$ cat src/rtl/hazard_pkg.sv
// Shared constants for the hazard tracker: instruction-class T_new/T_use
// values, forward-select encodings and producer stage indices.
package hazard_pkg;

    localparam logic [1:0] TNEW_CALC_R = 2'd1;
    localparam logic [1:0] TNEW_CALC_I = 2'd1;
    localparam logic [1:0] TNEW_LOAD   = 2'd2;
    localparam logic [1:0] TNEW_LINK   = 2'd0;
    localparam logic [1:0] TNEW_MF     = 2'd1;
    localparam logic [1:0] TNEW_MFC0   = 2'd2;

    localparam logic [1:0] TUSE_BRANCH = 2'd0;
    localparam logic [1:0] TUSE_ALU    = 2'd1;
    localparam logic [1:0] TUSE_STORE  = 2'd2;

    localparam int SEL_RF = 0;

    localparam int STG_E = 1;
    localparam int STG_M = 2;
    localparam int STG_W = 3;

endpackage

$ cat src/rtl/hazard_rec_stage.sv
// One in-flight producer record (valid, addr, tnew) for hazard_tracker.
// Records behind E count their T_new down, saturating at zero.
module hazard_rec_stage
    import hazard_pkg::*;
#(
    parameter int REG_AW = 5,
    parameter int T_W    = 2,
    parameter int STAGE  = STG_E
) (
    input  logic              clk_i,
    input  logic              rst_ni,
    input  logic              flush_i,
    input  logic              valid_i,
    input  logic [REG_AW-1:0] addr_i,
    input  logic [T_W-1:0]    tnew_i,
    output logic              valid_o,
    output logic [REG_AW-1:0] addr_o,
    output logic [T_W-1:0]    tnew_o
);

    logic              valid_q, valid_d;
    logic [REG_AW-1:0] addr_q, addr_d;
    logic [T_W-1:0]    tnew_q, tnew_d;

    always_comb begin
        valid_d = valid_i & ~flush_i;
        addr_d  = addr_i;
        tnew_d  = tnew_i;
        if (STAGE != STG_E && tnew_i != '0) begin
            tnew_d = tnew_i - T_W'(1);
        end
        if (flush_i) begin
            tnew_d = '0;
        end
    end

    always_ff @(posedge clk_i) begin
        if (!rst_ni) begin
            valid_q <= 1'b0;
            addr_q  <= '0;
            tnew_q  <= '0;
        end else begin
            valid_q <= valid_d;
            addr_q  <= addr_d;
            tnew_q  <= tnew_d;
        end
    end

    assign valid_o = valid_q;
    assign addr_o  = addr_q;
    assign tnew_o  = tnew_q;

endmodule

$ cat src/rtl/hazard_tracker.sv
// Scoreboard hazard/forwarding controller: stall, D/E forward selects and
// an optional MDU busy interlock enabled by defining HAZARD_MDU_EN.
module hazard_tracker
    import hazard_pkg::*;
#(
    parameter int NUM_SRC = 2,
    parameter int REG_AW  = 5,
    parameter int NUM_PST = 3,
    parameter int T_W     = 2,
    parameter int MDU_LAT = 5,
    parameter int SELW    = $clog2(NUM_PST + 1)
) (
    input  logic                      clk,
    input  logic                      reset,
    input  logic                      flush,
    input  logic [NUM_SRC*REG_AW-1:0] d_src_addr,
    input  logic [NUM_SRC*T_W-1:0]    d_src_tuse,
    input  logic [NUM_SRC-1:0]        d_src_valid,
    input  logic [REG_AW-1:0]         d_dst_addr,
    input  logic [T_W-1:0]            d_dst_tnew,
    input  logic                      d_dst_valid,
    input  logic                      d_mdu_start,
    input  logic                      d_mdu_use,
    output logic                      stall,
    output logic [NUM_SRC*SELW-1:0]   fwd_d_sel,
    output logic [NUM_SRC*SELW-1:0]   fwd_e_sel,
    output logic                      mdu_busy
);

    logic              cap_v;
    logic [REG_AW-1:0] cap_a;
    logic [T_W-1:0]    cap_t;

    logic              rec_v [1:NUM_PST];
    logic [REG_AW-1:0] rec_a [1:NUM_PST];
    logic [T_W-1:0]    rec_t [1:NUM_PST];

    logic [NUM_SRC-1:0] esrc_v_q, esrc_v_d;
    logic [REG_AW-1:0]  esrc_a_q [NUM_SRC];
    logic [REG_AW-1:0]  esrc_a_d [NUM_SRC];

    logic stall_data;
    logic stall_mdu;

    // A stalled D instruction enters E as a bubble.
    assign cap_v = d_dst_valid & ~stall;
    assign cap_a = d_dst_addr;
    assign cap_t = stall ? '0 : d_dst_tnew;

    for (genvar i = 1; i <= NUM_PST; i++) begin : g_rec
        logic              in_v;
        logic [REG_AW-1:0] in_a;
        logic [T_W-1:0]    in_t;

        if (i == 1) begin : g_head
            assign in_v = cap_v;
            assign in_a = cap_a;
            assign in_t = cap_t;
        end else begin : g_tail
            assign in_v = rec_v[i-1];
            assign in_a = rec_a[i-1];
            assign in_t = rec_t[i-1];
        end

        hazard_rec_stage #(
            .REG_AW (REG_AW),
            .T_W    (T_W),
            .STAGE  (i)
        ) u_rec (
            .clk_i   (clk),
            .rst_ni  (reset),
            .flush_i (flush),
            .valid_i (in_v),
            .addr_i  (in_a),
            .tnew_i  (in_t),
            .valid_o (rec_v[i]),
            .addr_o  (rec_a[i]),
            .tnew_o  (rec_t[i])
        );
    end

    always_comb begin
        for (int k = 0; k < NUM_SRC; k++) begin
            esrc_v_d[k] = d_src_valid[k] & ~stall & ~flush;
            esrc_a_d[k] = d_src_addr[k*REG_AW +: REG_AW];
        end
    end

    always_ff @(posedge clk) begin
        if (!reset) begin
            esrc_v_q <= '0;
            for (int k = 0; k < NUM_SRC; k++) begin
                esrc_a_q[k] <= '0;
            end
        end else begin
            esrc_v_q <= esrc_v_d;
            for (int k = 0; k < NUM_SRC; k++) begin
                esrc_a_q[k] <= esrc_a_d[k];
            end
        end
    end

    // Searches run oldest to youngest so the youngest match wins.
    always_comb begin
        stall_data = 1'b0;
        fwd_d_sel  = '0;
        fwd_e_sel  = '0;
        for (int k = 0; k < NUM_SRC; k++) begin
            for (int i = NUM_PST; i >= 1; i--) begin
                if (rec_v[i]
                    && rec_a[i] == d_src_addr[k*REG_AW +: REG_AW]
                    && rec_a[i] != '0) begin
                    if (d_src_valid[k]
                        && rec_t[i] > d_src_tuse[k*T_W +: T_W]) begin
                        stall_data = 1'b1;
                    end
                    if (rec_t[i] == '0) begin
                        fwd_d_sel[k*SELW +: SELW] = SELW'(i);
                    end
                end
            end
            for (int i = NUM_PST; i >= 2; i--) begin
                if (esrc_v_q[k] && rec_v[i]
                    && rec_a[i] == esrc_a_q[k]
                    && rec_a[i] != '0
                    && rec_t[i] == '0) begin
                    fwd_e_sel[k*SELW +: SELW] = SELW'(i);
                end
            end
        end
    end

`ifdef HAZARD_MDU_EN
    localparam int MCW = $clog2(MDU_LAT + 1);

    logic [MCW-1:0] mdu_cnt_q, mdu_cnt_d;
    logic           mdu_e_q, mdu_e_d;

    always_comb begin
        mdu_e_d   = d_mdu_start & ~stall & ~flush;
        mdu_cnt_d = mdu_cnt_q;
        if (mdu_cnt_q != '0) begin
            mdu_cnt_d = mdu_cnt_q - MCW'(1);
        end
        if (mdu_e_d) begin
            mdu_cnt_d = MCW'(MDU_LAT);
        end
    end

    // The counter keeps running through flushes: the MDU op is in flight.
    always_ff @(posedge clk) begin
        if (!reset) begin
            mdu_cnt_q <= '0;
            mdu_e_q   <= 1'b0;
        end else begin
            mdu_cnt_q <= mdu_cnt_d;
            mdu_e_q   <= mdu_e_d & ~flush;
        end
    end

    assign stall_mdu = d_mdu_use & ((mdu_cnt_q != '0) | mdu_e_q);
    assign mdu_busy  = (mdu_cnt_q != '0);
`else
    logic unused_mdu;

    assign unused_mdu = d_mdu_start ^ d_mdu_use ^ (MDU_LAT == 0);
    assign stall_mdu  = 1'b0;
    assign mdu_busy   = 1'b0;
`endif

    assign stall = stall_data | stall_mdu;

endmodule
$ cat config.mk
export PLATFORM = sky130hd
export DESIGN_NAME = hazard_tracker
export DESIGN_NICKNAME = d
export VERILOG_FILES = /design/src/rtl/hazard_pkg.sv /design/src/rtl/hazard_rec_stage.sv /design/src/rtl/hazard_tracker.sv
export SDC_FILE = /design/constraint.sdc
export NUM_CORES = 1
export LEC_CHECK = 0
export CORE_ASPECT_RATIO = 1.75
export CORE_MARGIN = 5
export CORE_UTILIZATION = 53
export CTS_BUF_LIST = sky130_fd_sc_hd__clkbuf_8
export CTS_CLUSTER_DIAMETER = 40
export DETAILED_ROUTE_END_ITERATION = 6
export PLACE_DENSITY_LB_ADDON = 0.3
export SLEW_MARGIN = 20
export SYNTH_ARGS = -nofsm -noshare
export SYNTH_HDL_FRONTEND = slang
export SYNTH_SLANG_ARGS = --single-unit
$ cat constraint.sdc
create_clock -name clk -period 3.2 [get_ports clk]
set_input_delay 0.8 -clock clk [delete_from_list [all_inputs] [get_ports clk]]
set_output_delay 0.8 -clock clk [all_outputs]
set_load 0.02 [all_outputs]
## Yosys cells after proc, flatten, opt, wreduce, memory -nomap -nowiden

Memories as Yosys holds them, arrays and structs flattened.
Index checks and enable logic that the tools add are counted.

| cells by class | value |
|---|---|
| eq/ne operators | 10 |
| bitwise operators | 13 |
| reductions and logical operators | 44 |
| mux-type cells | 33 |
| order comparisons | 6 |
| $add $sub $neg | 2 |

Operators with widths:

| cell | count |
|---|---|
| 5-bit equality test | 10 |
| 1-bit logical AND | 34 |
| 2-bit two-way mux | 17 |
| 5-bit nonzero test | 3 |
| 1-bit two-way mux | 14 |
| 2-bit > comparator | 6 |
| 5-bit two-way mux | 2 |
| 1-bit bitwise AND | 8 |
| 2-bit zero test | 3 |
| 2-bit nonzero test | 2 |
| 2-bit by 1-bit subtractor with 2-bit output, second input constant | 2 |
| 1-bit NOT | 3 |
| 3-bit OR reduction | 1 |
| 1-bit bitwise OR | 2 |
| 2-bit OR reduction | 1 |

| storage, ports and cells | value |
|---|---|
| register bits | 26 |
| output and inout bits | 10 |
| memory bits (writable) | 10 |
| memories | 1 |

Memory list:

| memory | depth | bits a word | rd ports | clocked after Yosys merged registers in | write ports | line | text |
|---|---|---|---|---|---|---|---|
| esrc_a_q | 2 | 5 | 2 | 0 | 2 | hazard_tracker.sv:39 | `logic [REG_AW-1:0] esrc_a_q [NUM_SRC];` |

## Longest topological paths before layout

| depth | value |
|---|---|
| word-level depth | 17 |
| mapped depth | 8 |

## Hierarchy

From an unflattened synthesis, not the netlist that was laid out.

| second synthesis, totals | value |
|---|---|
| cells, all modules | 232 |
| area total of the unflattened synthesis | 2148.3 sq um |

By module, submodules not included:

| module | sequential area each (sq um) | instances | cells an instance | area each (sq um) |
|---|---|---|---|---|
| hazard_tracker | 240.2 | 1 | 184 | 1463.9 |
| hazard_rec_stage (g_rec[2].u_rec ...) | 160.2 | 2 | 16 | 230.2 |
| hazard_rec_stage (g_rec[1].u_rec) | 160.2 | 1 | 16 | 224.0 |

## Worst setup path after synthesis

No wires, ideal clock.

| path | value |
|---|---|
| kind | input port to output port |
| start point | input d_src_tuse[3] |
| end point | output stall |
| data required time | 2400 ps |
| stages on the path | 8 |
| slack | -6 ps |
| path buffers | 1 |
| arrival | 2406 ps |
| path through | inv_1 ha_1 nor2b_1 o211ai_1 nor4_1 or4_1 buf_2 or2_1 |

| on the way | value |
|---|---|
| cells in the longest elaborated chain, start to end | 8 |

RTL lines:

| element | line | text |
|---|---|---|
| from (decl) | hazard_tracker.sv:17 | `input logic [NUM_SRC*T_W-1:0] d_src_tuse,` |
| 2-bit > comparator | hazard_tracker.sv:114 | `&& rec_t[i] > d_src_tuse[k*T_W +: T_W]) begin` |
| 1-bit logical AND | hazard_tracker.sv:114 |  |
| 1-bit two-way mux | hazard_tracker.sv:113 | `if (d_src_valid[k]` |
| 1-bit two-way mux | hazard_tracker.sv:110 | `if (rec_v[i]` |
| 1-bit two-way mux | hazard_tracker.sv:113 |  |
| 1-bit two-way mux | hazard_tracker.sv:110 |  |
| 1-bit two-way mux | hazard_tracker.sv:113 |  |
| 1-bit two-way mux * | hazard_tracker.sv:110 |  |
| to (decl) | hazard_tracker.sv:24 | `output logic stall,` |

Every way passes the cells marked *; elsewhere a longest branch is shown, timed or not.

## Worst setup path after layout

Same ends and word-level chain as after synthesis.

==> flow_summary.yaml <==
placement:
  io_buffers: 35
  placed_cell_area_um2: 2600
  place_congestion: 0.868
  dp_hpwl_um: 3970
  place_ws_ns: -0.951
sta:
  rsz0062_at_grt: "yes"
  fin_crit_sh_pct: 103
  tightestPinTransition_ns: 0.706
  fin_worst_skew_ns: 0.00604
  fin_tns_setup_ns: -0.103
  max_freq_mhz: 303
  slew_violations: 0
  relSlewSlack_pct: 52.8
  whs_ns: 0.475
  setup_viol: 1
  setup_ws_ns: -0.103
  fin_crit_ns: 3.30
  hold_viol_final: 0
cts:
  hold_buffers: 0
  path_clk_slew_ns: 0.07
  root_buffer: "clkbuf_8"
  clk_path_buf_depth: 2
  clk_latency_ns: 0.29
  cts_buffers: 5
  clock_sinks: 36
  cts_tree: "built"
  htree_levels: 2
power:
  p_per_area_nw_per_um2: 372
  ir_drop_mv: 0.431
  power.leakage_nw: 1.22
detailed_routing:
  viasPerCell: 5.46
  drt_iter0_markers: 57
  num_vias: 1855
  wl_um: 5530
  drt-pass1-iter-count: 6
  postRouteAntennaNets: 0
  post-route-drc-count: 0
  wire_per_inst_um: 16.3
logic_synthesis:
  ys_seq_area_share_pct: 34.6
  synth_area_leaders: "dfxtp_1 35%, xnor2_1 12%, xor2_1 8.4%"
  synthArstFlopShare_pct: 0
  syn_avg_cell_area_um2: 8.82
  synth_top_flop_cell: "dfxtp_1"
  synth.top_cell.area_share_pct: 34.6
  ys_types: 35
  synth_seq_cells: 36
  syn-num-nets: 277
  syn_inst: 236
  synth_edf_count: 0
  syn_area_um2: 2080
  yosysWarnings: 0
  yosysTopAreaCell: "dfxtp_1"
final_layout:
  stdcell_area_um2: 2850
  antennaDiodeCount: 0
  final_util_pct: 74.5
  mostFrequentLayoutCell: "dfxtp_1"
  layout_common_cells: "36 x dfxtp_1, 30 x buf_4, 26 x xnor2_1, 26 x and2_1, 20 x xor2_1"
  area_growth_syn_to_layout_pct: 37.0
  finalNetCount: 332
  drive_above_1_share_pct: 25.3
min_path:
  hold_path_class: "flip-flop to flip-flop"
  hold_start: "g_rec[2].u_rec.tnew_o[0]"
floorplanning:
  initial_core_util_pct: 54.4
  fp-row-count: 30
  pin_count: 39
  die_h_um: 92.9
  die_area_um2: 5330
  coreArea_um2: 3830
  dieWidth_um: 57.4
setup_path:
  r2r-start: "g_rec[2].u_rec.addr_o[1]"
  path_buf_inv: 3
  startpoint_type: "input port"
  worstPathArrival_ns: 2.50
  slowest_delay_ns: 0.56
  startpoint: "d_src_tuse[3]"
  critical_path.top_delay_family: "simple AND/OR/NAND/NOR gates"
  critical_path_class: "input port to output pin"
  slowest_stage: "or4_1"
  crit_chain: "buf_8, inv_8, ha_4, nor2b_4, o211ai_1, nor4_1, or4_1, or2_4, buf_6"
  endpoint_kind: "output pin"
  cp_max_fo: 3
  required_ns: 2.40
run_status:
  run_status: "finished, violations left"
  violations: "negative setup slack"
grt:
  antenna_found_initial: 0
  grt_pass1_vias: 1827
  grt_pass1_wl_um: 8520
  grt.overflow.total: 0
  grt_max_degree: 26
  grt.total_usage_pct: 21.3
job:
  cap_violations: 0
routing by layer:
layer	global-route usage [%]	up-vias	wire, µm
met1	22.5	876	2130
met3	4.32	18	263
met2	38.5	67	2930
met4	10.4	0	216
met5	0	-	0
li1	-	894	-
kinds of logic (layout without fill, tap and decap cells):
kind of cell	Yosys count	count (layout)	share of synthesized area (%)
xor gates and xnor gates	48	48	20.2
and+or+nand+nor	98	98	25.9
other	1	1	0.180
DFF	36	36	34.6
AOI/OAI and AO/OA	18	18	6.19
adders and majority gates	12	12	7.21
buffers and inverters	23	79	5.71
state kept, by name, summed over array words and instances (netlist names):
signal,cells
g_rec.u_rec.addr_o,15
esrc_a_q,10
g_rec.u_rec.tnew_o,6
g_rec.u_rec.valid_o,3
esrc_v_q,2
synthesized netlist by cell type (all sizes together), types with 2 or more instances:
cell type / n
nand3: 6
dfxtp: 36
nand4: 4
clkbuf: 7
xor2: 20
nor2b: 7
nor2: 8
o21ai: 5
and3: 2
or4: 3
nor3: 9
xnor2: 28
nand2: 18
ha: 12
or3: 4
a21boi: 2
nor4: 9
buf: 9
and2: 27
inv: 7
o211ai: 6
power by group:
group	internal (mW)	switching, mW	leakage, nW
registers	0.466	0.0151	0.296
logic	0.105	0.0897	0.869
clock network	0.228	0.157	0.0593
area by class of cell:
cell class / instances / area (µm²)
multi-input combinational: 177 / 1390
fill: 294 / 977
sequential: 36 / 721
timing repair buffer: 64 / 532
clock buffer: 5 / 68.8
tap: 48 / 60.1
inverter: 7 / 41.3
clock inverter: 3 / 38.8
final timing paths:
path / end / slack (ns) / cells past startpoint
setup / recovery: stall / -0.10 / 9
setup reg to reg: esrc_v_q[0] / 0.94 / 6
hold / removal: g_rec[3].u_rec.tnew_o[0] / 0.47 / 1
hold reg to reg: g_rec[3].u_rec.tnew_o[0] / 0.47 / 1
per-stage QoR:
step | cells | power (mW)
3_3_place_gp | 329 | 0.662
2_1_floorplan | 236 | 0.585
4_1_cts | 340 | 1.05
5_1_grt | 340 | 1.10
3_5_place_dp | 329 | 0.666
6_report | 340 | 1.06
repair_timing:
action                                  in CTS  in global routing
pin swaps                                   11                 13
endpoints found under the setup margin       5                  9
buffers inserted                             3                  0
gates resized for setup                     60                 29
Note: power is estimated with default switching activity, not from simulation.
==> edit 1 (same settings) <==
Build with the macro `HAZARD_MDU_EN` defined.
--- a/src/rtl/hazard_tracker.sv
+++ b/src/rtl/hazard_tracker.sv
@@ -1,4 +1,6 @@
 // Scoreboard hazard/forwarding controller: stall, D/E forward selects and
 // an optional MDU busy interlock enabled by defining HAZARD_MDU_EN.
+`define HAZARD_MDU_EN
+
 module hazard_tracker
     import hazard_pkg::*;
Function: changed (a bounded check fails within 4 cycles, from zero or initial values and one cycle with reset low).
==> edit 1 against the unedited design <==
Total power up 26%; critical path type unchanged; cell area grew 6.9%; the run still ends with setup timing left; combinational power rose by 94%; utilization decreased by 4.0 points; area after synthesis up 12%; wire length up 6.3%; sequential cell count up 4; count of clock-buffer cells in the layout stayed put; cell count grew 9.7%; maximum frequency grew 2.5%; worst setup slack improved by 0.079 ns.
==> edit 1: results <==
[status]
outcome = "complete, but fails checks"
violations = "setup timing"

[sta]
setup_viol_count_final = 1
setup_tns_ns = -0.0234
hold_ws_ns = 0.456
setup_ws_ns = -0.0234
worstMarginPinSlew_ns = 0.646

[placed_design]
dp_slack_ns = -0.893
io_buffers = 38
place_area_mm2 = 0.00289
placed_cells = 364

[setup_path]
crit_slowest_cell = "or4_4"
r2r_start = "g_rec[1].u_rec.addr_o[1]$_SDFF_PN0_"
r2r-end = "mdu_cnt_q[1]$_SDFFE_PP0N_"
cp-startpoint = "d_src_tuse[1]"
cp_data_arrival_time_ns = 2.42
r2r_cells = 7
r2r_setup_slack_ns = 0.92
max_stage_delay_ns = 0.54

[final_layout]
largest_reg_flops = 15
layout-drive-gt1-share_pct = 19.6

[clock_tree]
cts.repair.resized = 55
post-cts-setup-buffers = 1

[yosys]
yosysSeqAreaShare_pct = 34.4
synth_fp_nets = 305
synth_cell_type_count = 33
syn_avg_cell_area_um2 = 8.88
netlist_top_cells_count = "dfxtp_1 (40), xnor2_1 (30), and2_1 (28)"

[route]
routed_wl_um = 5880
dr.pass1.iters = 4
first_iter_violations = 86
vias_per_cell = 5.33

[power_and_ir_drop]
totalPowerFinal_mw = 1.33
clock_power_share_pct = 29.5
p_comb_share_pct = 28.4
switchingPower_mw = 0.375
p_leak_nw = 1.32
ir_drop_v = 0.000466

[global_route]
grt_pass1_wl_um = 9630
track_usage_pct = 22.0
grt_start_max_net_pins = 30
edit 1: critical path, delay by kind of cell:
family | cells | cell delay (ns)
simple gates | 4 | 0.98
buf+inv | 3 | 0.29
fa+ha+maj | 1 | 0.19
compound gates | 1 | 0.15
edit 1: routing by layer:
metal  track usage [%]  vias up  wire (µm)
met2              39.8       64       3280
met1              21.8      911       2120
met3              4.79       19        272
li1                  -      995          -
met4              11.6        0        203
met5                 0        -          0
edit 1: cells by family (layout without fill, tap and decap cells):
family	count (synthesis)	after routing	synth area share, %
compound gates	20	20	6.40
fa+ha+maj	14	14	7.53
flops	40	40	34.4
mux	1	1	0.484
xor+xnor	51	51	19.2
simple gates	114	114	27.0
buf+inv	22	82	5.00
edit 1: final cells by class:
cell class                 instances  area (µm²)  area share [%]
clock buffer                       5        68.8            2.26
sequential                        40         801            26.3
timing repair buffer              67         557            18.3
inverter                           7        33.8            1.11
clock inverter                     3        38.8            1.27
tap                               51        63.8            2.09
multi-input combinational        200        1490            48.7
==> edit 2 (same flow settings) <==
Without the edit above. Take the reset off `addr_q` and load it in a clocked block of its own.
--- a/src/rtl/hazard_rec_stage.sv
+++ b/src/rtl/hazard_rec_stage.sv
@@ -38,11 +38,13 @@
         if (!rst_ni) begin
             valid_q <= 1'b0;
-            addr_q  <= '0;
             tnew_q  <= '0;
         end else begin
             valid_q <= valid_d;
-            addr_q  <= addr_d;
             tnew_q  <= tnew_d;
         end
+    end
+
+    always_ff @(posedge clk_i) begin
+        addr_q <= addr_d;
     end
 
Function: same outputs for any inputs over 10 cycles, from zero or initial values and one cycle with reset low; that may be too few to reach the edited logic, so the function may still have changed.
==> edit 2 against the unedited design <==
The run still ends with setup timing left; utilization up 1.6 points; count of clock-buffer cells in the layout unchanged; worst setup slack worse by 0.015 ns; via count down 3.7%; wire length down 0.13%; area after synthesis down 5.2%; cell area down 3.2%; sequential cell count unchanged; clock power up 2%; clock skew down 0.00093 ns; first-iteration DRC count up 5.3%; total power up 0.88%; largest power group unchanged.
==> edit 2: results <==
[status]
outcome = "complete, but fails checks"
violations = "setup timing"

[yosys]
syn_inst = 221
synth_fp_nets = 262
synth_cell_type_count = 33
yosysSeqAreaShare_pct = 36.5
netlist_top_cells_count = "dfxtp_1 (36), xnor2_1 (28), xor2_1 (22)"
synth.area.top_cells = "dfxtp_1 (37%), xnor2_1 (12%), xor2_1 (9.8%)"

[global_route]
grt_start_max_net_pins = 13
grt_pass1_vias = 1890
track_usage_pct = 21.9

[final_layout]
layout-drive-gt1-share_pct = 24.2
fillers = 264
fin_area_mm2 = 0.00276
layout.nets = 321

[power_and_ir_drop]
ir_drop_v = 0.000399
p_sw_share_pct = 25.3
p_leak_nw = 1.15

[placed_design]
place_congestion = 0.858
dp_hpwl_um = 4160
dp_slack_ns = -0.975

[route]
routed_wl_um = 5530
vias = 1787
first_iter_violations = 60

[setup_path]
cp_data_arrival_time_ns = 2.52

[clock_tree]
cts_buffer_depth = 2

[worst_hold_path]
hold_class = "reg2reg"

[sta]
setup_tns_ns = -0.117
setup_viol_count_final = 1
setup_ws_ns = -0.117
worst_clock_skew_ns = 0.00511
[edit 2: cell count changes after synthesis, sizes merged, moves of 2 or more]
cell	unedited run	this run
a21boi	2	0
and2	27	12
and3	2	0
buf	9	6
inv	7	5
nor2	8	13
or3	4	1
xor2	20	22
[edit 2: layer usage]
metal | vias up | GRT usage [%] | part of all wire, %
met5 | - | 0 | 0
met4 | 0 | 12.7 | 5.1
met3 | 31 | 4.29 | 4.3
met2 | 73 | 42.7 | 57
met1 | 830 | 19.9 | 34
li1 | 853 | - | -
[edit 2: logic make-up after synthesis]
group,Yosys count,share of synthesized area [%]
simple gates,87,23.1
xor+xnor,50,22.2
flops,36,36.5
buf+inv,19,4.44
compound gates,16,6.02
fa+ha+maj,12,7.60
other cells,1,0.190
[edit 2: final timing paths]
kind / slack [ns] / end / cells after the start / startpoint
hold / removal: 0.41 / g_rec[2].u_rec.addr_o[2]$_DFF_P_ / 0 / g_rec[1].u_rec.addr_o[2]$_DFF_P_
setup reg to reg: 0.91 / esrc_v_q[1]$_SDFF_PN0_ / 6 / g_rec[2].u_rec.addr_o[1]$_DFF_P_
setup / recovery: -0.12 / stall / 9 / d_src_tuse[1]
hold reg to reg: 0.41 / g_rec[2].u_rec.addr_o[2]$_DFF_P_ / 0 / g_rec[1].u_rec.addr_o[2]$_DFF_P_
[edit 2: layout make-up]
cell class	instances	share of cell area [%]
multi-input cells	166	46.6
flip-flops and latches	36	26.1
repair buffers	66	20.1
clock buffers	5	2.49
well taps	46	2.09
clock inverters	3	1.54
inverters	5	1.04
[edit 2: worst max-delay path, stage by stage]
cell	delay [ns]
buf_6	0.10
inv_6	0.06
ha_4	0.19
nor2b_1	0.13
o211ai_1	0.19
nor4_1	0.09
or4_4	0.56
or2_4	0.27
buf_6	0.13
[edit 2: power by group through the flow]
stage | clock, mW | combinational [mW] | sequential, mW
6_report | 0.394 | 0.187 | 0.488
5_1_grt | 0.418 | 0.203 | 0.491
2_1_floorplan | 0 | 0.101 | 0.490
4_1_cts | 0.396 | 0.179 | 0.488
3_3_place_gp | 0 | 0.170 | 0.497
3_5_place_dp | 0 | 0.175 | 0.498
[edit 2: timing repair]
item	CTS	global route
gates resized for setup	52	20
setup endpoints to repair	7	7
cloned	0	0
pin swaps	12	13
setup buffers	3	1
